==> config.mk <==
export PLATFORM = sky130hd
export DESIGN_NAME = pkt_rr_arb
export DESIGN_NICKNAME = d
export VERILOG_FILES = /design/src/rtl/pkt_rr_arb.sv
export SDC_FILE = /design/constraint.sdc
export NUM_CORES = 1
export LEC_CHECK = 0
export BUFFER_PORTS_ARGS = -buffer_cell sky130_fd_sc_hd__buf_2
export CORE_ASPECT_RATIO = 1.5
export CORE_MARGIN = 2
export CORE_UTILIZATION = 40
export DETAILED_ROUTE_END_ITERATION = 8
export PLACE_DENSITY = 0.77
export REMOVE_ABC_BUFFERS = 1
export SLEW_MARGIN = 20
export SYNTH_ARGS = -nofsm -noshare
export SYNTH_HDL_FRONTEND = slang
export SYNTH_SLANG_ARGS = --single-unit
==> constraint.sdc <==
create_clock -name clk -period 2.7 [get_ports clk]
set_input_delay 0.54 -clock clk [delete_from_list [all_inputs] [get_ports clk]]
set_output_delay 0.54 -clock clk [all_outputs]
set_load 0.05 [all_outputs]
==> src/rtl/pkt_rr_arb.sv <==
// Two-input packet-level round-robin arbiter with one registered output stage.
// Optional per-channel packet counters are enabled with `define PKT_RR_ARB_STAT_EN.
module pkt_rr_arb #(
  parameter int DW    = 8,
  parameter int CNT_W = 16
) (
  input  logic             clk,
  input  logic             rst_n,
  input  logic [DW-1:0]    s0_data,
  input  logic             s0_vld,
  input  logic             s0_sop,
  input  logic             s0_eop,
  output logic             s0_rdy,
  input  logic [DW-1:0]    s1_data,
  input  logic             s1_vld,
  input  logic             s1_sop,
  input  logic             s1_eop,
  output logic             s1_rdy,
  output logic [DW-1:0]    m_data,
  output logic             m_vld,
  output logic             m_sop,
  output logic             m_eop,
  input  logic             m_rdy,
  output logic             m_ch,
  output logic [CNT_W-1:0] err_cnt
`ifdef PKT_RR_ARB_STAT_EN
  ,
  output logic [CNT_W-1:0] pkt_cnt0,
  output logic [CNT_W-1:0] pkt_cnt1
`endif
);

  typedef enum logic [1:0] {
    IDLE = 2'd0,
    GNT0 = 2'd1,
    GNT1 = 2'd2
  } state_t;

  state_t             state_q, state_d;
  logic               last_gnt_q, last_gnt_d;
  logic               first_q, first_d;
  logic [DW-1:0]      m_data_q, m_data_d;
  logic               m_vld_q, m_vld_d;
  logic               m_sop_q, m_sop_d;
  logic               m_eop_q, m_eop_d;
  logic               m_ch_q, m_ch_d;
  logic [CNT_W-1:0]   err_cnt_q, err_cnt_d;

  logic               ld;
  logic               req0, req1;
  logic               acc0, acc1;
  logic               orphan0, orphan1;
  logic               seq_err;
  logic [1:0]         err_inc;
  logic               s0_rdy_c, s1_rdy_c;

  // Saturating add of a small increment to the error counter.
  function automatic logic [CNT_W-1:0] sat_add(input logic [CNT_W-1:0] a,
                                               input logic [1:0]       inc);
    logic [CNT_W:0] sum;
    sum = {1'b0, a} + {{(CNT_W-1){1'b0}}, inc};
    if (sum[CNT_W]) begin
      sat_add = {CNT_W{1'b1}};
    end else begin
      sat_add = sum[CNT_W-1:0];
    end
  endfunction

  assign ld   = !m_vld_q || m_rdy;
  assign req0 = s0_vld && s0_sop;
  assign req1 = s1_vld && s1_sop;

  // FSM state register.
  always_ff @(posedge clk or negedge rst_n) begin
    if (!rst_n) begin
      state_q <= IDLE;
    end else begin
      state_q <= state_d;
    end
  end

  // FSM next-state, grant history and first-beat tracking.
  always_comb begin
    state_d    = state_q;
    last_gnt_d = last_gnt_q;
    first_d    = first_q;
    case (state_q)
      IDLE: begin
        if (req0 && req1) begin
          state_d = last_gnt_q ? GNT0 : GNT1;
          first_d = 1'b1;
        end else if (req0) begin
          state_d = GNT0;
          first_d = 1'b1;
        end else if (req1) begin
          state_d = GNT1;
          first_d = 1'b1;
        end else begin
          state_d = IDLE;
        end
      end
      GNT0: begin
        if (acc0) begin
          first_d = 1'b0;
          if (s0_eop) begin
            state_d    = IDLE;
            last_gnt_d = 1'b0;
          end else begin
            state_d = GNT0;
          end
        end else begin
          state_d = GNT0;
        end
      end
      GNT1: begin
        if (acc1) begin
          first_d = 1'b0;
          if (s1_eop) begin
            state_d    = IDLE;
            last_gnt_d = 1'b1;
          end else begin
            state_d = GNT1;
          end
        end else begin
          state_d = GNT1;
        end
      end
      default: begin
        state_d = IDLE;
      end
    endcase
  end

  // FSM outputs: ready, accept and framing-error strobes.
  always_comb begin
    s0_rdy_c = 1'b0;
    s1_rdy_c = 1'b0;
    orphan0  = 1'b0;
    orphan1  = 1'b0;
    case (state_q)
      IDLE: begin
        // Orphan beats are swallowed so they cannot wedge the channel.
        orphan0  = s0_vld && !s0_sop;
        orphan1  = s1_vld && !s1_sop;
        s0_rdy_c = orphan0;
        s1_rdy_c = orphan1;
      end
      GNT0: begin
        s0_rdy_c = ld;
      end
      GNT1: begin
        s1_rdy_c = ld;
      end
      default: begin
        s0_rdy_c = 1'b0;
        s1_rdy_c = 1'b0;
      end
    endcase
    acc0    = (state_q == GNT0) && s0_vld && ld;
    acc1    = (state_q == GNT1) && s1_vld && ld;
    seq_err = ((acc0 && s0_sop) || (acc1 && s1_sop)) && !first_q;
    err_inc = {1'b0, orphan0} + {1'b0, orphan1} + {1'b0, seq_err};
  end

  assign s0_rdy = s0_rdy_c;
  assign s1_rdy = s1_rdy_c;

  // Output stage and error counter next values.
  always_comb begin
    m_data_d  = m_data_q;
    m_vld_d   = m_vld_q;
    m_sop_d   = m_sop_q;
    m_eop_d   = m_eop_q;
    m_ch_d    = m_ch_q;
    if (acc0) begin
      m_data_d = s0_data;
      m_vld_d  = 1'b1;
      m_sop_d  = s0_sop;
      m_eop_d  = s0_eop;
      m_ch_d   = 1'b0;
    end else if (acc1) begin
      m_data_d = s1_data;
      m_vld_d  = 1'b1;
      m_sop_d  = s1_sop;
      m_eop_d  = s1_eop;
      m_ch_d   = 1'b1;
    end else if (ld) begin
      m_vld_d = 1'b0;
    end else begin
      m_vld_d = m_vld_q;
    end
    err_cnt_d = sat_add(err_cnt_q, err_inc);
  end

  // Control, output and counter registers.
  always_ff @(posedge clk or negedge rst_n) begin
    if (!rst_n) begin
      last_gnt_q <= 1'b1;
      first_q    <= 1'b0;
      m_data_q   <= {DW{1'b0}};
      m_vld_q    <= 1'b0;
      m_sop_q    <= 1'b0;
      m_eop_q    <= 1'b0;
      m_ch_q     <= 1'b0;
      err_cnt_q  <= {CNT_W{1'b0}};
    end else begin
      last_gnt_q <= last_gnt_d;
      first_q    <= first_d;
      m_data_q   <= m_data_d;
      m_vld_q    <= m_vld_d;
      m_sop_q    <= m_sop_d;
      m_eop_q    <= m_eop_d;
      m_ch_q     <= m_ch_d;
      err_cnt_q  <= err_cnt_d;
    end
  end

  assign m_data  = m_data_q;
  assign m_vld   = m_vld_q;
  assign m_sop   = m_sop_q;
  assign m_eop   = m_eop_q;
  assign m_ch    = m_ch_q;
  assign err_cnt = err_cnt_q;

`ifdef PKT_RR_ARB_STAT_EN
  logic [CNT_W-1:0] pkt_cnt0_q, pkt_cnt0_d;
  logic [CNT_W-1:0] pkt_cnt1_q, pkt_cnt1_d;

  // Per-channel completed-packet counters, wrapping.
  always_comb begin
    pkt_cnt0_d = pkt_cnt0_q;
    pkt_cnt1_d = pkt_cnt1_q;
    if (acc0 && s0_eop) begin
      pkt_cnt0_d = pkt_cnt0_q + {{(CNT_W-1){1'b0}}, 1'b1};
    end else begin
      pkt_cnt0_d = pkt_cnt0_q;
    end
    if (acc1 && s1_eop) begin
      pkt_cnt1_d = pkt_cnt1_q + {{(CNT_W-1){1'b0}}, 1'b1};
    end else begin
      pkt_cnt1_d = pkt_cnt1_q;
    end
  end

  // Packet counter registers.
  always_ff @(posedge clk or negedge rst_n) begin
    if (!rst_n) begin
      pkt_cnt0_q <= {CNT_W{1'b0}};
      pkt_cnt1_q <= {CNT_W{1'b0}};
    end else begin
      pkt_cnt0_q <= pkt_cnt0_d;
      pkt_cnt1_q <= pkt_cnt1_d;
    end
  end

  assign pkt_cnt0 = pkt_cnt0_q;
  assign pkt_cnt1 = pkt_cnt1_q;
`endif

endmodule

==> results.yml, run 1 <==
outcome:
  status: "finished with violations"
  violations: "setup timing"
timing:
  worst_slack_ns: -0.182
  slew_viol_final: 0
  holdWs_ns: 0.302
  tightest_slew_ns: 0.699
  rsz0062_at_grt: "yes"
  relSlewSlack_pct: 53.4
  timing.final.crit_share_pct: 107
  hold_viol: 0
  fin_crit_ns: 2.88
  setup_viol: 15
  fin_worst_skew_ns: 0.00353
  fin_tns_setup_ns: -1.84
  fmax_mhz: 347
yosys:
  synthesis.yosys.warnings: 0
  synth_simple_gate_area_share_pct: 24.1
  syn_area_per_cell_sq_um: 9.44
  synthTopCellsByArea: "dfrtp_1, nand2_1, a31oi_1, ha_1, xnor2_1"
  synth-seq-area-share_pct: 47.4
  yosysTopAreaCell: "dfrtp_1"
  syn-instance-count: 179
  synth_cell_types: 35
  yosys-mux-area-fraction_pct: 2.52
  synth_compound_area_share_pct: 11.1
  async_flop_share_pct: 100
  synth_edf_count: 0
  synthAdderAreaFrac_pct: 6.81
  yosysTopAreaCellShare_pct: 45.9
  ys_ff_latch: 32
  synth_top_family_by_area: "simple AND/OR/NAND/NOR gates"
  netlist_area_sq_um: 1690
  synth-xor-area-share_pct: 4.66
  synth_ff_type: "dfrtp_1"
critical_path:
  cp-end-kind: "flip-flop"
  arrival_ns: 3.05
  crit_fanout: 3
  crit_slowest_cell: "fa_1"
  cp_common_cell: "and3_4"
  cp_num_buf_inv: 2
  path_cells: "inv_2, ha_4, and3_4, nand2_2, a21o_1, fa_1, inv_1, ha_2, fa_2, and3_4, and3_4, mux2_4"
  crit_family: "adder cells"
  critPathKind: "flip-flop to flip-flop"
  critPathMaxStageDelay_ns: 0.48
  required_ns: 2.87
  start_kind: "flip-flop"
power_and_ir_drop:
  p_per_area_nw_per_um2: 1100
  ir_drop_mv: 0.657
  p_leak_nw: 1.26
die:
  dieHeight_microns: 83.6
  core.rowCount: 29
  die_w_microns: 57.1
  start_util_pct: 40.9
  core-area_sq_um: 4140
  io_pins: 55
  die_area_sq_um: 4770
finish:
  n_antenna_cell: 0
  final_cell_mix: "buf_2, nand2_1, dfrtp_1"
  layout_commonest_cell: "buf_2"
  drive_gt1_share_pct: 45.5
  syn2layout_area_growth_pct: 44.3
  fin_nets: 296
detailed_routing:
  drc: 0
  vias: 1640
  antenna_left: 0
  vias_per_cell: 5.29
  initialDrtViolationCount: 43
  drt_wl_total_mm: 4.42
  drtPass1Iterations: 4
  wl_per_cell_microns: 14.2
cts:
  cts_buffers: 5
  cts_tree: "yes"
  cts.sink_count: 32
  cts_buffer_depth: 2
  clockRootBuffer: "clkbuf_8"
  clkTransAtPathRegs_ns: 0.07
  insertion_delay_ns: 0.28
  htree_levels: 2
grt:
  grt_antenna_before_repair: 0
  use_met2_pct: 35.9
  top_usage_layer: "met2"
  grt_max_degree: 33
  grt_pass1_vias: 1653
  grt_pass1_wl_mm: 7.39
  gr-usage-met3_pct: 3.57
  grt_use_total_pct: 19.7
  met1_usage_pct: 21.8
  overflow: 0
placement:
  dp_slack_ns: -0.406
  io_buffers: 54
  dp_hpwl_mm: 3.18
  routabilityCongestion: 0.852
job:
  maxCapViolCount: 0
hold_path:
  hp-class: "primary input to async pin"
## per-layer routing
layer  vias to the layer above  share of wire, %
li1                        786                 -
met1                       796                38
met2                        50                56
met3                         8               4.2
met4                         0               1.6
met5                         -                 0
## worst register-to-register path, delay by kind of cell (launching register included)
| family | cells | cell delay [ns] |
|---|---|---|
| adder cells (fa/ha/maj) | 4 | 1.15 |
| multiplexers | 1 | 0.28 |
| AO/OA/AOI/OAI | 1 | 0.16 |
| buffers and inverters | 2 | 0.13 |
| AND/OR/NAND/NOR | 4 | 0.61 |
| flip-flops | 1 | 0.44 |
## registers in the layout, indices dropped and copies added, names as in the netlist
name and cells:
m_data 8, m_ch 1, err_cnt 16, m_eop 1, m_sop 1, state_q 2, m_vld 1, first_q 1
last_gnt_q 1
## cells in the mapped netlist (2+ instances only)
master,count
o21ai_0,3
nand3_1,9
buf_2,4
nor3_1,4
a21o_1,3
xor2_1,2
ha_1,6
xnor2_1,7
mux2i_1,2
nor2_1,16
nand2_1,38
nand4_1,3
fa_1,2
a21oi_1,3
nand2b_1,4
dfrtp_1,31
a41oi_1,2
inv_1,9
and3_1,3
a31oi_1,13
## power breakdown
part / switching, mW / total [mW] / internal [mW] / leakage, nW
Sequential: 0.153 / 0.804 / 0.650 / 0.401
Clock: 0.182 / 0.361 / 0.179 / 0.0479
Combinational: 0.987 / 1.52 / 0.537 / 0.815
## worst paths after layout
path / from / cells past startpoint / slack, ns / end
worst max-delay path: state_q[0] / 12 / -0.18 / err_cnt[14]
worst min-delay path: rst_n / 1 / 0.30 / err_cnt[15]
worst max register to register: state_q[0] / 12 / -0.18 / err_cnt[14]
worst min register to register: m_ch / 2 / 0.49 / m_ch
max in group asynchronous: rst_n / 1 / 1.91 / state_q[0]
min in group clk: m_ch / 2 / 0.49 / m_ch
## metrics by stage
step                utilization (%)  area [sq um]  power, mW  cells
finish                         59.0          2440       2.69    310
floorplan                         -          1670       1.73    174
CTS                            57.8          2390       2.67    310
global placement               52.4          2170       2.14    297
global route                   59.0          2440       2.88    310
detailed placement             52.4          2170       2.17    297
## logic make-up after synthesis
kind of cell	after synthesis
simple gates	84
flops	32
compound gates	28
buf+inv	14
xor+xnor	9
fa+ha+maj	8
mux	4
## timing repair
action                                  in CTS  in global routing
endpoints found under the setup margin      16                 16
pin swaps                                    2                  4
resized for setup                           24                 13
setup buffers                                5                  0
hold buffers                                 0                  0
## layout make-up
type / count / area, sq um
fill: 382 / 1700
multi-input combinational: 133 / 957
sequential: 32 / 803
timing repair buffer: 82 / 499
clock buffer: 5 / 68.8
tap: 46 / 57.6
inverter: 9 / 33.8
clock inverter: 3 / 18.8
No activity file was read; power rests on OpenSTA's default activity.
==> run 2: changes to the inputs <==
CORE_ASPECT_RATIO = 1.2   (was 1.5)
==> results.yml, run 2 (synthesized netlist as in run 1, its figures left out) <==
outcome:
  status: "finished with violations"
  violations: "setup timing"
detailed_routing:
  vias_per_cell: 5.14
  antenna_left: 0
  drt_wl_total_mm: 4.32
  wl_per_cell_microns: 13.5
  drc: 0
  vias: 1639
  drtPass1Iterations: 4
  initialDrtViolationCount: 33
power_and_ir_drop:
  ir_drop_mv: 0.837
  power_mw: 2.70
  p_leak_nw: 1.28
  p_per_area_nw_per_um2: 1090
cts:
  insertion_delay_ns: 0.29
  cts_buffer_depth: 2
  cts_tree: "yes"
  clkTransAtPathRegs_ns: 0.07
  clockRootBuffer: "clkbuf_8"
  cts.sink_count: 32
  htree_levels: 2
  cts_buffers: 5
placement:
  dp_hpwl_mm: 3.01
  io_buffers: 54
  routabilityCongestion: 0.852
finish:
  layout_commonest_cell: "buf_2"
  fin_nets: 297
  fillCellCount: 355
  n_antenna_cell: 0
  syn2layout_area_growth_pct: 46.6
  largest_reg_flops: 16
  drive_gt1_share_pct: 47.2
  final_cell_mix: "buf_2, dfrtp_1, nand2_1"
critical_path:
  critPathLaunch: "state_q[0]"
  critPathKind: "flip-flop to flip-flop"
  cp-end-kind: "flip-flop"
  reg2reg_from: "state_q[0]"
  arrival_ns: 3.08
  required_ns: 2.87
  crit_fanout: 3
  start_kind: "flip-flop"
die:
  die_area_sq_um: 4760
  start_util_pct: 42.2
  core-area_sq_um: 4000
  dieHeight_microns: 75.2
  io_pins: 55
  die_w_microns: 63.3
  core.rowCount: 25
timing:
  tightest_slew_ns: 0.712
  holdWs_ns: 0.297
  hold_viol: 0
  timing.final.crit_share_pct: 108
  slew_viol_final: 0
  fmax_mhz: 344
  setup_viol: 16
  fin_crit_ns: 2.91
  worst_slack_ns: -0.208
  rsz0062_at_grt: "yes"
  relSlewSlack_pct: 52.5
  fin_worst_skew_ns: 0.00670
grt:
  grt_pass1_wl_mm: 7.12
  overflow: 0
  grt_pass1_vias: 1549
  grt_max_degree: 33
  grt_use_total_pct: 19.3
  grt_antenna_before_repair: 0
job:
  maxCapViolCount: 0
hold_path:
  hp-class: "primary input to async pin"
==> run 2: cell type report <==
cell class	count	area [sq um]	share of cell area, %
Multi-Input combinational cell	133	977	39.4
Sequential cell	32	803	32.4
Timing Repair Buffer	83	503	20.3
Clock buffer	6	82.6	3.33
Tap cell	54	67.6	2.73
Inverter	9	33.8	1.36
Clock inverter	2	10.0	0.404
==> run 2: worst max-delay path, cell delays in order, from the launching register on <==
cell and delay, ns:
dfrtp_2 0.44, inv_2 0.09, ha_4 0.14, and3_4 0.18
nand2_2 0.05, a21o_1 0.16, fa_1 0.47, inv_1 0.05
ha_2 0.19, fa_2 0.37, and3_4 0.21, and3_4 0.16
mux2_2 0.26
==> run 2: path summary, 6_finish.rpt <==
check | to | slack, ns | depth (start not counted)
max | err_cnt[14] | -0.21 | 12
min in group clk | m_data[4] | 0.50 | 3
max reg2reg | err_cnt[14] | -0.21 | 12
max in group asynchronous | state_q[0] | 1.90 | 1
min reg2reg | m_ch | 0.52 | 2
min | err_cnt[8] | 0.30 | 1
==> run 2: report_power, final <==
group          internal [mW]  switching, mW
logic                  0.531          0.984
registers              0.651          0.143
clock network          0.203          0.184
total                   1.38           1.31
==> run 2: what timing repair did <==
| item | CTS | global route |
|---|---|---|
| hold buffers | 0 | 0 |
| gates resized for setup | 25 | 16 |
| pin swaps | 1 | 6 |
| setup endpoints to repair | 16 | 16 |
| buffers inserted | 6 | 1 |
| cloned | 0 | 0 |
==> run 2: per-layer routing <==
metal  track usage, %  wire length [microns]
met5                0                      0
met4             8.70                    107
met3             4.04                    251
met2             35.0                   2230
met1             22.4                   1720
==> run 2: through the flow <==
step | cell area [sq um] | std cells | setup WS, ns | setup TNS (ns) | util, %
floorplan | 1670 | 174 | -0.684 | -8.56 | -
global placement | 2180 | 305 | -0.403 | -4.39 | 54.4
detailed placement | 2180 | 305 | -0.445 | -4.80 | 54.4
CTS | 2430 | 319 | -0.212 | -2.09 | 60.6
global route | 2480 | 319 | -0.306 | -4.43 | 61.9
finish | 2480 | 319 | -0.208 | -2.41 | 61.9
==> run 3: changes to the inputs <==
BUFFER_PORTS_ARGS = unset   (was -buffer_cell sky130_fd_sc_hd__buf_2)
DONT_BUFFER_PORTS = 1   (was unset)
PLACE_DENSITY = 0.65   (was 0.77)
==> results.yml, run 3 (synthesized netlist as in run 1, its figures left out) <==
finish:
  final_cells: 271
  layout_commonest_cell: "nand2_1"
  n_antenna_cell: 0
  syn2layout_area_growth_pct: 31.4
  final_core_util_pct: 55.5
  fillCellCount: 380
  drive_gt1_share_pct: 31.3
  final_cell_mix: "nand2_1, dfrtp_1, buf_4"
  fin_area_sq_um: 2220
  fin_nets: 249
  largest_reg_flops: 16
power_and_ir_drop:
  p_per_area_nw_per_um2: 1130
  pwr-share-seq_pct: 44.8
  switchingPower_mw: 1.27
  p_int_mw: 1.25
  p_comb_share_pct: 40.2
  ir_drop_mv: 0.563
  pwr-share-clk_pct: 15.0
  swShare_pct: 50.3
  p_leak_nw: 1.10
timing:
  holdWs_ns: 0.0708
  worst_slack_ns: -0.163
  fin_crit_ns: 2.86
  timing.final.crit_share_pct: 106
  hold_viol: 0
  setup_viol: 16
  relSlewSlack_pct: 55.5
  fin_worst_skew_ns: 0.0122
  tightest_slew_ns: 0.668
  slew_viol_final: 0
  rsz0062_at_grt: "yes"
  fmax_mhz: 349
placement:
  io_buffers: 0
  routabilityCongestion: 0.834
  dpl-instance-area_sq_um: 1960
  dp_slack_ns: -0.442
  dp_cells: 258
  dp_hpwl_mm: 3.10
detailed_routing:
  drt_wl_total_mm: 4.19
  drtPass1Iterations: 4
  initialDrtViolationCount: 59
  vias_per_cell: 5.44
  vias: 1475
  wl_per_cell_microns: 15.5
  drc: 0
  antenna_left: 0
grt:
  grt_max_degree: 32
  grt_antenna_before_repair: 0
  grt_pass1_vias: 1517
  overflow: 0
  grt_pass1_wl_mm: 6.88
  grt_use_total_pct: 19.0
job:
  maxCapViolCount: 0
cts:
  clkTransAtPathRegs_ns: 0.07
  htree_levels: 2
  cts_buffer_depth: 2
  insertion_delay_ns: 0.29
  cts_buffers: 5
  clockRootBuffer: "clkbuf_8"
  cts.sink_count: 32
  cts_tree: "yes"
die:
  die_w_microns: 63.3
  die_area_sq_um: 4760
  core-area_sq_um: 4000
  io_pins: 55
  dieHeight_microns: 75.2
  start_util_pct: 42.2
  core.rowCount: 25
critical_path:
  start_kind: "flip-flop"
  reg2reg_from: "state_q[0]"
  crit_fanout: 3
  cp-end-kind: "flip-flop"
  critPathLaunch: "state_q[0]"
  critPathKind: "flip-flop to flip-flop"
  required_ns: 2.88
  arrival_ns: 3.04
outcome:
  status: "finished with violations"
  violations: "setup timing"
hold_path:
  hp-class: "primary input to async pin"
[run 3: cell count changes in the layout (fill, tap and decap cells not counted), sizes merged]
| cell | previous run | this run |
|---|---|---|
| buf | 83 | 35 |
[run 3: power by group through the flow]
| stage | clock network [mW] | logic, mW | registers [mW] |
|---|---|---|---|
| final | 0.378 | 1.01 | 1.13 |
| after global routing | 0.416 | 1.12 | 1.15 |
| after CTS | 0.391 | 1.01 | 1.13 |
| after detailed placement | 0 | 0.918 | 1.13 |
| after global placement | 0 | 0.876 | 1.12 |
| after floorplan | 0 | 0.487 | 1.24 |
[run 3: repair_timing]
| action | CTS | global route |
|---|---|---|
| pin swaps | 2 | 2 |
| hold endpoints to repair | 31 | 0 |
| hold buffers | 1 | 0 |
| resized for setup | 26 | 4 |
| setup endpoints to repair | 16 | 16 |
| buffers inserted | 4 | 0 |
[run 3: worst paths after layout]
kind                               end  slack [ns]  cells after the start
setup reg to reg           err_cnt[14]       -0.16                     12
hold / removal              err_cnt[6]        0.07                      1
hold reg to reg                first_q        0.54                      2
max in group asynchronous   err_cnt[5]        2.46                      1
setup / recovery           err_cnt[14]       -0.16                     12
min in group clk                 m_eop        0.40                      2
[run 3: through the flow]
| step | setup TNS (ns) | total power, mW |
|---|---|---|
| after CTS | -2.37 | 2.53 |
| after global placement | -3.98 | 1.99 |
| final | -1.68 | 2.52 |
| after floorplan | -8.56 | 1.73 |
| after detailed placement | -4.93 | 2.05 |
| after global routing | -3.86 | 2.69 |
[run 3: area by class of cell]
type                            count  area (sq um)  area share [%]
Clock inverter                      2          10.0           0.451
Timing Repair Buffer               35           290            13.1
Clock buffer                        6          82.6            3.72
Inverter                            9          33.8            1.52
Multi-Input combinational cell    133           935            42.1
Tap cell                           54          67.6            3.04
Sequential cell                    32           802            36.1
[run 3: metal layers]
layer | part of all wire, % | track usage (%) | up-vias | wire length, microns
met1 | 38 | 19.3 | 700 | 1570
met4 | 2.3 | 9.18 | 0 | 97
met3 | 8.1 | 7.47 | 13 | 339
met5 | 0 | 0 | - | 0
met2 | 52 | 34.6 | 64 | 2180
li1 | - | - | 698 | -
[run 3: critical path, cell delays in order, from the launching register on]
cell and delay [ns]:
dfrtp_1 0.42, inv_2 0.10, ha_4 0.13, and3_4 0.17, nand2_1 0.05, a21o_1 0.15
fa_1 0.48, inv_1 0.04, ha_2 0.20, fa_2 0.36, and3_4 0.20, and3_2 0.19
mux2_2 0.27
